## src/rtl/flasher_ctrl.sv

```systemverilog
// rtl/flasher_ctrl.sv - sequencing controller for the 16-LED bound flasher
//
// Conditions the raw flick button (2-FF sync + debounce), paces the flasher
// with a one-cycle step tick, holds flick until a tick delivers it, and tracks
// the LED bar to report busy/done and count completed runs.
//
// Optional build macro: FLASHER_CTRL_AUTORESTART_EN
//   defined   - button held at run completion re-arms flick automatically
//   undefined - every run needs a fresh press
//
// Ports:
//   clk        system clock, posedge
//   rst        asynchronous active-low reset
//   btn_in     raw asynchronous flick button
//   enable     global run enable, low freezes the prescaler
//   led_state  flasher LED bar (monitored)
//   step_en    one-cycle step tick to the flasher
//   flick_out  held flick level to the flasher
//   busy       run in progress
//   done       one-cycle pulse on run completion
//   run_count  completed runs, saturating
module flasher_ctrl #(
    parameter int DEB_CYCLES = 4,
    parameter int PRESCALE   = 8,
    parameter int CNT_W      = 8
) (
    input  logic             clk,
    input  logic             rst,
    input  logic             btn_in,
    input  logic             enable,
    input  logic [15:0]      led_state,
    output logic             step_en,
    output logic             flick_out,
    output logic             busy,
    output logic             done,
    output logic [CNT_W-1:0] run_count
);

    localparam int PS_W = $clog2(PRESCALE);
    localparam int DB_W = $clog2(DEB_CYCLES + 1);
    localparam logic [PS_W-1:0]  PS_LAST = PS_W'(PRESCALE - 1);
    localparam logic [DB_W-1:0]  DB_LAST = DB_W'(DEB_CYCLES - 1);
    localparam logic [CNT_W-1:0] CNT_MAX = '1;

    typedef enum logic [1:0] {IDLE, RUN, PEAK} state_t;

    logic            btn_meta;
    logic            btn_s;
    logic            btn_db;
    logic            btn_db_q;
    logic [DB_W-1:0] db_cnt;
    logic [PS_W-1:0] ps_cnt;
    logic            press;
    logic            complete;
    logic            restart;
    state_t          state;
    state_t          state_nxt;

    always_ff @(posedge clk or negedge rst) begin
        if (!rst) begin
            btn_meta <= 1'b0;
            btn_s    <= 1'b0;
        end else begin
            btn_meta <= btn_in;
            btn_s    <= btn_meta;
        end
    end

    // The update fires on the DEB_CYCLES-th consecutive differing sample,
    // so a new level is accepted after exactly DEB_CYCLES stable samples.
    always_ff @(posedge clk or negedge rst) begin
        if (!rst) begin
            db_cnt   <= '0;
            btn_db   <= 1'b0;
            btn_db_q <= 1'b0;
        end else begin
            btn_db_q <= btn_db;
            if (btn_s != btn_db) begin
                if (db_cnt == DB_LAST) begin
                    btn_db <= btn_s;
                    db_cnt <= '0;
                end else begin
                    db_cnt <= db_cnt + 1'b1;
                end
            end else begin
                db_cnt <= '0;
            end
        end
    end

    assign press = btn_db & ~btn_db_q;

    always_ff @(posedge clk or negedge rst) begin
        if (!rst) begin
            ps_cnt <= '0;
        end else if (enable) begin
            ps_cnt <= (ps_cnt == PS_LAST) ? '0 : ps_cnt + 1'b1;
        end
    end

    assign step_en = enable && (ps_cnt == PS_LAST);

    always_comb begin
        state_nxt = state;
        complete  = 1'b0;
        case (state)
            IDLE: if (step_en && flick_out && (led_state == 16'h0000)) state_nxt = RUN;
            RUN:  if (step_en && led_state[15]) state_nxt = PEAK;
            PEAK: begin
                // All-off only counts as completion after the bar has peaked.
                if (step_en && (led_state == 16'h0000)) begin
                    state_nxt = IDLE;
                    complete  = 1'b1;
                end
            end
            default: state_nxt = IDLE;
        endcase
    end

`ifdef FLASHER_CTRL_AUTORESTART_EN
    assign restart = complete & btn_db;
`else
    assign restart = 1'b0;
`endif

    // flick_out is the pending-flick register itself. A press coinciding
    // with a tick wins, so that press is held for the following step.
    always_ff @(posedge clk or negedge rst) begin
        if (!rst) begin
            flick_out <= 1'b0;
        end else begin
            flick_out <= press | restart | (flick_out & ~step_en);
        end
    end

    always_ff @(posedge clk or negedge rst) begin
        if (!rst) begin
            state     <= IDLE;
            busy      <= 1'b0;
            done      <= 1'b0;
            run_count <= '0;
        end else begin
            state <= state_nxt;
            busy  <= (state_nxt != IDLE);
            done  <= complete;
            if (complete && (run_count != CNT_MAX)) begin
                run_count <= run_count + 1'b1;
            end
        end
    end

endmodule

```

## config.mk

```make
export PLATFORM = sky130hd
export DESIGN_NAME = flasher_ctrl
export DESIGN_NICKNAME = d
export VERILOG_FILES = /design/src/rtl/flasher_ctrl.sv
export SDC_FILE = /design/constraint.sdc
export NUM_CORES = 1
export LEC_CHECK = 0
export ABC_AREA = 1
export BUFFER_PORTS_ARGS = -buffer_cell sky130_fd_sc_hd__buf_2
export CORE_MARGIN = 5
export CORE_UTILIZATION = 45
export DETAILED_ROUTE_END_ITERATION = 12
export GPL_TIMING_DRIVEN = 1
export PLACE_DENSITY_LB_ADDON = 0.25
export SYNTH_ARGS = -nofsm -noshare
export SYNTH_HDL_FRONTEND = slang
export SYNTH_SLANG_ARGS = --single-unit
```

## constraint.sdc

```tcl
create_clock -name clk -period 1.3 [get_ports clk]
set_input_delay 0.065 -clock clk [delete_from_list [all_inputs] [get_ports clk]]
set_output_delay 0.065 -clock clk [all_outputs]
set_load 0.02 [all_outputs]
```

==> results.json <==
{
  "stdcell_count": 214,
  "critPathTopFamily": "simple AND/OR/NAND/NOR gates",
  "grtUsageTotal": 0.149,
  "final_cell_area_um2": 1600,
  "route.detailed.drc": 0,
  "fin_crit_ns": 1.48,
  "gp_congestion": 0.805,
  "rsz0062_at_grt": "yes",
  "start_util": 0.481,
  "ys_seq_area_frac": 0.474,
  "diodes": 0,
  "fmax_ghz": 0.675,
  "cts_tree": "yes",
  "drt_wl_total_mm": 2.43,
  "avgSynthCellArea_um2": 8.92,
  "drive_above_1_share": 0.375,
  "fillers": 211,
  "cp_slowest_stage_delay_ns": 0.40,
  "htree_levels": 1,
  "netlist_area_um2": 1210,
  "synth_common_cells": "36 x nand2_1, 23 x dfrtp_1, 16 x nor2_1",
  "crit_buf_inv": 0,
  "synth_ff_type": "dfrtp_1",
  "syn_inst": 136,
  "grt_pass1_vias": 996,
  "yosysMostFrequentCell": "nand2_1",
  "worstSetupEndpointType": "register",
  "ys_ff_latch": 23,
  "cts_sinks": 23,
  "wl_met1_mm": 1.05,
  "portBuffers": 31,
  "fin_ws_ns": -0.182,
  "rr_worst_depth": 8,
  "ff_latch_area_um2": 578,
  "drt_iter0_drc": 42,
  "io_pins": 32,
  "cts_root_buf": "clkbuf_4",
  "violations": "setup timing",
  "drt_pre_antenna_iters": 4,
  "worstMarginPinSlew_ns": 0.500,
  "syn-num-nets": 160,
  "r2r_setup_slack_ns": -0.18,
  "finish.utilization": 0.632,
  "cts_made_buffers": 3,
  "post-place-cells": 203,
  "nets": 209,
  "die_h_um": 61.9,
  "crit_slowest_cell": "dfrtp_1",
  "p_leak_nw": 0.866,
  "final-setup-viol-count": 13,
  "cp_num_cells": 8,
  "cp_max_fo": 9,
  "grt_overflow": 0,
  "drv_slew": 0,
  "total_power_w": 0.00184,
  "path_clk_slew_ns": 0.12,
  "hp-start": "enable",
  "wl_per_cell_um": 11.3,
  "core_um2": 2520,
  "synthDominantCellAreaShare": 0.474,
  "grt_first_pass_wirelength_mm": 4.15,
  "wl_met3_um": 188,
  "post-route-period-util": 1.14,
  "grt_max_degree": 24,
  "cap_violations": 0,
  "crit_path_start_kind": "register",
  "fin_skew_ns": 0.00113,
  "clk-insertion-delay-late_ns": 0.31,
  "num_rows": 18,
  "clk_path_buf_depth": 2,
  "crit_type": "register to register",
  "peakVddDrop_mv": 1.28,
  "dieArea_um2": 3840,
  "routed_via_density": 4.71,
  "vias": 1008,
  "areaGrowthSynthToFinish_pct": 31.4,
  "crit_path_cell_trace": "ha_2 -> ha_4 -> nand2_4 -> nor2_4 -> nand3_4 -> nor2_8 -> nand3_1 -> nand2_1",
  "worstSetupStartpoint": "ps_cnt[0]",
  "powerDensity_nw_per_um2": 1160,
  "worstSetupEndpoint": "run_count[7]",
  "reg2reg_from": "ps_cnt[0]",
  "wl_met2_mm": 1.14,
  "dp_hpwl_mm": 1.82,
  "critPathArrivalTime_ns": 1.75,
  "antenna_found_initial": 0,
  "async_flop_share": 1.00,
  "hold_violations": 0,
  "ys_types": 22,
  "hp-class": "input pin to register",
  "yosys_warnings": 0,
  "top_layer": "met4",
  "maxSlewHeadroom": 0.666,
  "synth_edf_count": 0,
  "fp.dieW_um": 61.9,
  "outcome": "finished with violations",
  "drtAntennaViolNets": 0,
  "required_ns": 1.57,
  "multi_input_area_um2": 612,
  "place_area_um2": 1470,
  "yosys.area.top_type": "dfrtp_1",
  "synth.top_cells.by_area": "dfrtp_1 47%, nand2_1 11%, nor2_1 4.9%",
  "reg2reg_to": "run_count[7]"
}
==> cells by family after synthesis <==
kind of cell	count (synthesis)	share of synthesized area
AOI/OAI and AO/OA	5	0.0227
xor gates and xnor gates	6	0.0433
adders and majority gates	4	0.0412
buffers and inverters	16	0.0495
DFF	23	0.474
muxes	2	0.0186
and+or+nand+nor	80	0.351
==> placed cells by master, fill, tap and decap left out, types with 3 or more instances in the layout <==
master | netlist | final
buf_2 | 0 | 30
xnor2_1 | 3 | 3
dlygate4sd3_1 | 0 | 3
nand3_4 | 3 | 3
a21oi_1 | 3 | 3
buf_6 | 0 | 4
nor3_1 | 4 | 3
buf_4 | 0 | 7
inv_1 | 15 | 14
nand3_1 | 10 | 10
clkbuf_4 | 0 | 3
nor2_1 | 16 | 16
nand2_2 | 2 | 3
dfrtp_1 | 23 | 21
nor2_4 | 4 | 4
xor2_1 | 3 | 3
nand2_1 | 36 | 34
==> worst min-delay path by stage <==
stage / endpoint / cells past startpoint / slack, ns
6_report: ps_cnt[2] / 2 / 0.08
5_1_grt: ps_cnt[1] / 2 / 0.08
4_1_cts: ps_cnt[2] / 2 / 0.07
3_5_place_dp: db_cnt[2] / 1 / 0.06
3_3_place_gp: db_cnt[1] / 1 / 0.06
2_1_floorplan: btn_db / 0 / -0.23
==> flip-flops by register name, summed over array words and instances, names as in the netlist <==
register   flops
btn_db         1
btn_db_q       1
btn_meta       1
btn_s          1
busy           1
db_cnt         3
done           1
flick_out      1
ps_cnt         3
run_count      8
state          2
==> worst register-to-register path: stages, from the launching register on <==
cell and delay (ns):
dfrtp_1 0.40, ha_2 0.21, ha_4 0.15, nand2_4 0.06
nor2_4 0.13, nand3_4 0.12, nor2_8 0.20, nand3_1 0.10
nand2_1 0.07
==> layout make-up <==
cell class,count,area share
inverter,16,0.0376
sequential,23,0.362
multi-input combinational,97,0.384
tap,30,0.0235
clock inverter,1,0.00471
clock buffer,3,0.0141
timing repair buffer,44,0.174
==> stage by stage <==
step	hold WS, ns	setup TNS (ns)	worst slack, ns
after floorplan	-0.231	-0.325	-0.0421
after global routing	0.0770	-3.41	-0.296
after detailed placement	0.0640	-1.36	-0.147
after CTS	0.0705	-1.76	-0.191
final	0.0814	-2.09	-0.182
after global placement	0.0567	-0.941	-0.105
==> where the power goes <==
part	internal (W)	leakage, nW	switching (W)	total, W
combinational	0.000282	0.558	0.000288	0.000570
sequential	0.000852	0.294	0.0000854	0.000937
clock	0.000118	0.0139	0.000219	0.000336
==> timing repair <==
action | CTS | global route
endpoints found under the setup margin | 12 | 14
pin swaps | 4 | 5
setup buffers | 3 | 1
endpoints found under the hold margin | 25 | 0
resized for setup | 7 | 4
hold buffers | 3 | 0
==> metal layers <==
layer  global-route usage  vias to the layer above
li1                     -                      527
met4               0.0848                        0
met5                    0                        -
met3               0.0289                        4
met1                0.187                      450
met2                0.239                       27
Note: power is estimated with default switching activity, not from simulation.
